### src/rtl/uart_tx_arbiter.sv
// uart_tx_arbiter: two-requester UART 8N1 transmitter with round-robin arbitration and message locking.
// Define UART_ARB_FIXED_PRI_EN to make requester 0 win every unlocked tie.
module uart_tx_arbiter #(
  parameter int CLKS_PER_BIT = 347
) (
  input  logic       clock,
  input  logic       reset,
  input  logic [7:0] req0_msg,
  input  logic       req0_val,
  input  logic       req0_last,
  output logic       req0_rdy,
  input  logic [7:0] req1_msg,
  input  logic       req1_val,
  input  logic       req1_last,
  output logic       req1_rdy,
  output logic       tx,
  output logic [1:0] grant,
  output logic       busy
);
  typedef enum logic [1:0] {IDLE, START, DATA, STOP} state_t;
  state_t      state_q;
  logic [15:0] cnt_q;
  logic [2:0]  idx_q;
  logic [7:0]  shreg_q;
  logic [1:0]  grant_q;
  logic        tx_q, lock_q, owner_q, last_q, fin_q;
  logic        pri0, idle, acc0, acc1, sel_last, bit_end;
`ifdef UART_ARB_FIXED_PRI_EN
  assign pri0 = 1'b1;
`else
  assign pri0 = last_q;
`endif
  assign idle     = state_q == IDLE && !reset;
  // under a lock the owner alone is ready, independent of either val
  assign req0_rdy = idle && (lock_q ? !owner_q : req0_val && (!req1_val || pri0));
  assign req1_rdy = idle && (lock_q ? owner_q : req1_val && (!req0_val || !pri0));
  assign acc0     = req0_val && req0_rdy;
  assign acc1     = req1_val && req1_rdy;
  assign sel_last = acc1 ? req1_last : req0_last;
  assign bit_end  = cnt_q == 16'(CLKS_PER_BIT - 1);
  assign tx       = tx_q;
  assign grant    = reset ? 2'b00 : grant_q;
  assign busy     = !reset && (state_q != IDLE || lock_q);
  always_ff @(posedge clock) begin
    if (reset) begin
      state_q <= IDLE;
      cnt_q   <= '0;
      idx_q   <= '0;
      shreg_q <= '0;
      tx_q    <= 1'b1;
      lock_q  <= 1'b0;
      owner_q <= 1'b0;
      last_q  <= 1'b1;
      fin_q   <= 1'b0;
      grant_q <= 2'b00;
    end else begin
      cnt_q <= (state_q == IDLE || bit_end) ? '0 : cnt_q + 16'd1;
      case (state_q)
        IDLE: if (acc0 || acc1) begin
          state_q <= START;
          tx_q    <= 1'b0;
          idx_q   <= '0;
          shreg_q <= acc1 ? req1_msg : req0_msg;
          fin_q   <= sel_last;
          owner_q <= acc1;
          last_q  <= acc1;
          grant_q <= acc1 ? 2'b10 : 2'b01;
          if (!sel_last) lock_q <= 1'b1;
        end
        START: if (bit_end) begin
          state_q <= DATA;
          tx_q    <= shreg_q[0];
        end
        DATA: if (bit_end) begin
          if (idx_q == 3'd7) begin
            state_q <= STOP;
            tx_q    <= 1'b1;
          end else begin
            idx_q   <= idx_q + 3'd1;
            shreg_q <= shreg_q >> 1;
            tx_q    <= shreg_q[1];
          end
        end
        STOP: if (bit_end) begin
          state_q <= IDLE;
          if (fin_q) begin
            lock_q  <= 1'b0;
            grant_q <= 2'b00;
          end
        end
        default: state_q <= IDLE;
      endcase
    end
  end
endmodule

### config.mk
export PLATFORM = sky130hd
export DESIGN_NAME = uart_tx_arbiter
export DESIGN_NICKNAME = d
export VERILOG_FILES = /design/src/rtl/uart_tx_arbiter.sv
export SDC_FILE = /design/constraint.sdc
export NUM_CORES = 1
export LEC_CHECK = 0
export CAP_MARGIN = 20
export CORE_MARGIN = 8
export CORE_UTILIZATION = 28
export CTS_CLUSTER_SIZE = 28
export DETAILED_ROUTE_END_ITERATION = 12
export PLACE_DENSITY_LB_ADDON = 0.08
export SETUP_SLACK_MARGIN = 0.1
export SYNTH_ARGS = -nofsm -noshare
export SYNTH_HDL_FRONTEND = slang
export SYNTH_SLANG_ARGS = --single-unit
### constraint.sdc
create_clock -name clock -period 1.79 [get_ports clock]
set_input_delay 0.4475 -clock clock [delete_from_list [all_inputs] [get_ports clock]]
set_output_delay 0.4475 -clock clock [all_outputs]
set_load 0.005 [all_outputs]
; After elaboration in Yosys (flattened, before gate mapping)
; Index checks and enable logic that the tools add are counted.
[op_classes]
addsub = 2
eq_ne = 13
mux = 34
n_reduce_logical = 30
[ops]
columns = operator, count
row1 = $mux W8, 4
row2 = $mux W2, 10
row3 = $add A16 B1 Y16 const B, 1
row4 = $eq A16 B9 Y1 const B, 1
row5 = $pmux W8 S2, 1
row6 = $ne A2 B2 Y1 const B, 7
row7 = $reduce_and A4 Y1, 3
row8 = $mux W1, 11
row9 = $reduce_and A5 Y1, 2
row10 = $mux W3, 3
row11 = $logic_and A1 B1 Y1, 8
row12 = $pmux W2 S4, 1
row13 = $pmux W3 S2, 1
row14 = $reduce_bool A2 Y1, 3
row15 = $logic_not A1 Y1, 5
row16 = $logic_or A1 B1 Y1, 5
row17 = $eq A2 B2 Y1 const B, 2
row18 = $pmux W2 S2, 1
row19 = $add A3 B1 Y3 const B, 1
row20 = $eq A3 B3 Y1 const B, 1
row21 = $pmux W1 S3, 1
row22 = $reduce_bool A3 Y1, 1
row23 = $eq A2 B1 Y1 const B, 1
row24 = $logic_not A2 Y1, 1
row25 = other kinds (4), 4
[totals]
regBits = 36
input_bits = 22
output_inout_bits = 6

; Logic depth before layout (Yosys ltp)
[logic_depth]
ltp_word = 10
ltp_mapped = 8
depth_no_buf = 7

; Worst setup path before layout
; Ideal clock, no wire load.
[synth_timing]
path_type = reg2reg
start = register state_q[0]
end = register idx_q[2]
setup_time_ns = 0.116
arrival_ns = 1.789
t_required_ns = 1.674
slack_ns = -0.115
stages_incl_launch_ff = 9
period_less_slack_ns = 1.905
cell_sequence = dfxtp_1 > inv_1 > ha_1 > buf_4 > or3b_2 > o221a_2 > and2_4 > buf_12 > a41o_1
[synth_between]
elab_chain_cells = 7
elab_cells_between_ends = 14
[synth_rtl]
columns = element, line_no
row1 = from (decl), 21  ; state_t state_q;
row2 = from (signal assigned), 46  ; state_q <= IDLE;
row3 = from (signal assigned), 60  ; state_q <= START;
row4 = from (signal assigned), 71  ; state_q <= DATA;
row5 = $logic_not A2 Y1, "33, 58"
row6 = $logic_and A1 B1 Y1, 33  ; assign idle = state_q == IDLE && !reset;
row7 = "$logic_and A1 B1 Y1, on equally long branches", "35, 36"
row8 = "$logic_and A1 B1 Y1, on equally long branches", "37, 38"
row9 = $logic_or A1 B1 Y1, 59  ; IDLE: if (acc0 || acc1) begin
row10 = $ne A2 B1 Y1 (no source line), n/a
row11 = $reduce_and A4 Y1 (no source line), n/a
row12 = to (signal assigned), 79  ; idx_q <= idx_q + 3'd1;
row13 = to (decl), 23  ; logic [2:0] idx_q;
; Parallel ways exist; a longest one is shown, timed or not.
; A chain may end at the register's enable or synchronous reset.

; Final worst setup path
[layout_timing]
start = register state_q[0]
end = register grant_q[0]
[layout_between]
elab_chain_cells = 7
elab_cells_between_ends = 16
[layout_rtl]
columns = element, line_no
row1 = $logic_not A2 Y1, "33, 58"
row2 = $logic_and A1 B1 Y1, 33
row3 = "$logic_and A1 B1 Y1, on equally long branches", "36, 35"
row4 = "$logic_and A1 B1 Y1, on equally long branches", "38, 37"
row5 = $mux W2 / $logic_or A1 B1 Y1 (equally long branches), "67, 59"
row6 = $mux W2 / $ne A2 B1 Y1 (equally long branches), n/a
row7 = $pmux W2 S2 / $reduce_and A4 Y1 (equally long branches), n/a
row8 = to (signal assigned), 67  ; grant_q <= acc1 ? 2'b10 : 2'b01;
row9 = to (decl), 25  ; logic [1:0] grant_q;
; Parallel ways exist; a longest one is shown, timed or not. The select of a mux whose other input is x is not followed.

==> impl_metrics.yaml <==
pwr:
  ir_worst_vdd_mv: 0.430
  p_per_area_mw_per_mm2: 1220
  power_uw: 3840
  p_leak_uw: 0.00124
routing:
  viasPerCell: 4.65
  drt_pass1_iterations: 4
  vias: 1920
  post_drt_wl_per_cell_um: 13.4
  detail-route-antenna-nets: 0
  drt_iter0_drc: 43
  drc_errors: 0
  drt-total-wl_um: 5520
clock_tree:
  clock_sinks: 36
  max-clock-path-buffers: 2
  cts_tree: "done"
  numCtsBuffers: 5
  clk_pin_slew_ps: 80
  insertion_delay_ps: 290
  h-tree-depth: 2
  postCtsHoldBufs: 0
  root_buffer: "clkbuf_8"
finish:
  multi_input_area_sq_mm: 0.00143
  seq_area_sq_um: 729
  synthToLayoutAreaGrowth_pct: 55.2
  fin_cells: 413
  fillers: 750
  design_area_sq_mm: 0.00315
  drive_gt1_share_pct: 37.3
  diodes: 0
  layout.nets: 344
timing:
  clock-skew-final_ps: 8.08
  setup_ws_ps: -22.1
  relSlewSlack_pct: 78.4
  slew_violations: 0
  hold_viol: 0
  layout_min_cycle_time_ps: 1810
  finalSetupViolations: 2
  finalCritPeriodShare_pct: 101
  max_freq_mhz: 552
  tightest_slew_ps: 323
  rsz0062_at_grt: "yes"
logic_synthesis:
  syn-cell-area_sq_mm: 0.00203
  yosys_warnings: 0
  synth_area_leaders: "dfxtp_1 (36%), ha_1 (5.6%), nor2_1 (5.6%)"
  netlist_instances: 236
  synth-edff-count: 0
  ys_seq_elements: 36
  syn_nets: 267
  synthArstFlopShare_pct: 0
  synth_area_per_cell_sq_um: 8.59
  ys_types: 47
  yosys_most_used_dff: "dfxtp_1"
  synth_common_cells: "dfxtp_1 (36), nor2_1 (30), nand2_1 (23)"
  seq_area_frac_synth_pct: 35.5
  yosysMostFrequentCell: "dfxtp_1"
  synth_top_area_share_pct: 35.5
  yosys.area.top_type: "dfxtp_1"
floorplanning:
  die_area_sq_mm: 0.0102
  start_util_pct: 28.4
  rows: 31
  io_pins: 28
  die_h_um: 101
  coreArea_sq_mm: 0.00714
  die_w_um: 101
flow_run:
  drv_cap: 0
min_path:
  hp-start: "shreg_q[4]"
  hp-class: "flop to flop"
  whs_endpoint: "shreg_q[4]"
  hold_depth: 2
critical_path:
  r2r-start: "state_q[0]"
  crit_type: "flop to flop"
  cp.arrival_ps: 2000
  cp.required_ps: 1980
  reg2regPathDepth: 10
  cp-end-kind: "flop"
  r2r_slack_ps: -20
  cp_max_fo: 5
  crit_start: "state_q[0]"
  cp-start-kind: "flop"
  r2r-end: "grant_q[0]"
outcome:
  status: "finished, violations left"
  violations: "setup timing"
placed_design:
  portBuffers: 27
  placed_area_sq_mm: 0.00267
  post-dp-hpwl_um: 3660
  dp_cells: 387
  place.gp.congestion: 0.721
grt:
  grt_pass1_wl_um: 9170
  overflow: 0
  grt_start_max_net_pins: 22
  grt_use_total_pct: 11.1
  grt_antenna_before_repair: 0
  grt_pass1_vias: 1964
[cells in the final DEF (no fill, tap or decap), types with 3 or more instances in the layout]
master and n:
inv_1 5, buf_6 8, clkbuf_8 5, xor2_1 4
nor2_1 29, clkdlybuf4s50_1 19, nor2b_2 3, mux2i_1 9
nor3_1 6, xnor2_1 8, nor3_2 5, and3_1 3
nand2_2 3, dfxtp_1 31, dfxtp_2 4, buf_4 40
nand2_1 20, buf_2 3, ha_1 6, nand3_1 9
a211o_1 8, a21oi_1 6, inv_2 4, nor2b_1 4
o21ai_0 11
[report_power, final]
part,internal [uW],switching (uW)
Sequential,981,99.8
Clock,412,313
Combinational,1110,932
Total,2500,1340
[timing repair]
| action | CTS | global route |
|---|---|---|
| gates cloned | 2 | 1 |
| setup endpoints to repair | 25 | 28 |
| pin swaps | 12 | 14 |
| resized for setup | 61 | 17 |
| setup buffers | 12 | 4 |
[worst max-delay path, cell delays in order (launching register included)]
cell,delay (ps)
dfxtp_2,330
inv_2,80
ha_4,140
buf_6,110
nand3b_1,150
nor3_4,220
buf_4,160
clkbuf_16,140
buf_6,90
nor2_2,30
mux2_4,260
[metal layers]
metal	global-route usage, %	vias to the layer above	routed length (um)
li1	-	986	-
met1	13.2	905	2440
met2	19.0	24	2770
met3	3.11	5	259
met4	3.44	0	51
met5	0	-	0
[cells by family (layout without fill, tap and decap cells)]
| kind of cell | count (synthesis) | in the layout | share of synthesized area [%] |
|---|---|---|---|
| muxes | 12 | 12 | 6.11 |
| xor gates and xnor gates | 12 | 12 | 5.18 |
| DFF | 36 | 36 | 35.5 |
| buffers and inverters | 20 | 97 | 4.81 |
| and+or+nand+nor | 104 | 105 | 27.1 |
| adders and majority gates | 9 | 9 | 5.55 |
| AOI/OAI and AO/OA | 43 | 43 | 15.7 |
[registers in the layout (all words and copies together) (netlist names)]
name,flops
cnt_q,16
shreg_q,8
idx_q,3
grant_q,2
state_q,2
fin_q,1
last_q,1
lock_q,1
owner_q,1
tx,1
[worst max-delay path by stage]
stage / endpoint / cells past startpoint
final: grant_q[0] / 10
after global routing: lock_q / 10
after floorplan: idx_q[2] / 8
after CTS: lock_q / 10
after detailed placement: grant[1] / 4
after global placement: grant[1] / 4
[stage by stage]
step	TNS, ps	hold slack [ps]	util [%]	setup slack (ps)
2_1_floorplan	0	426	-	46.0
3_3_place_gp	-10670	442	37.4	-440
3_5_place_dp	-11290	448	37.4	-439
4_1_cts	0	463	42.9	7.06
5_1_grt	-1060	476	44.1	-104
6_report	-32.0	463	44.1	-22.1
[layout make-up]
class | count | share of cell area, %
clock buffer | 5 | 2.19
clock inverter | 3 | 1.35
inverter | 11 | 1.51
multi-input combinational | 181 | 45.3
sequential | 36 | 23.2
tap | 99 | 3.93
timing repair buffer | 78 | 22.5
Power figures use the tool's default switching activity.
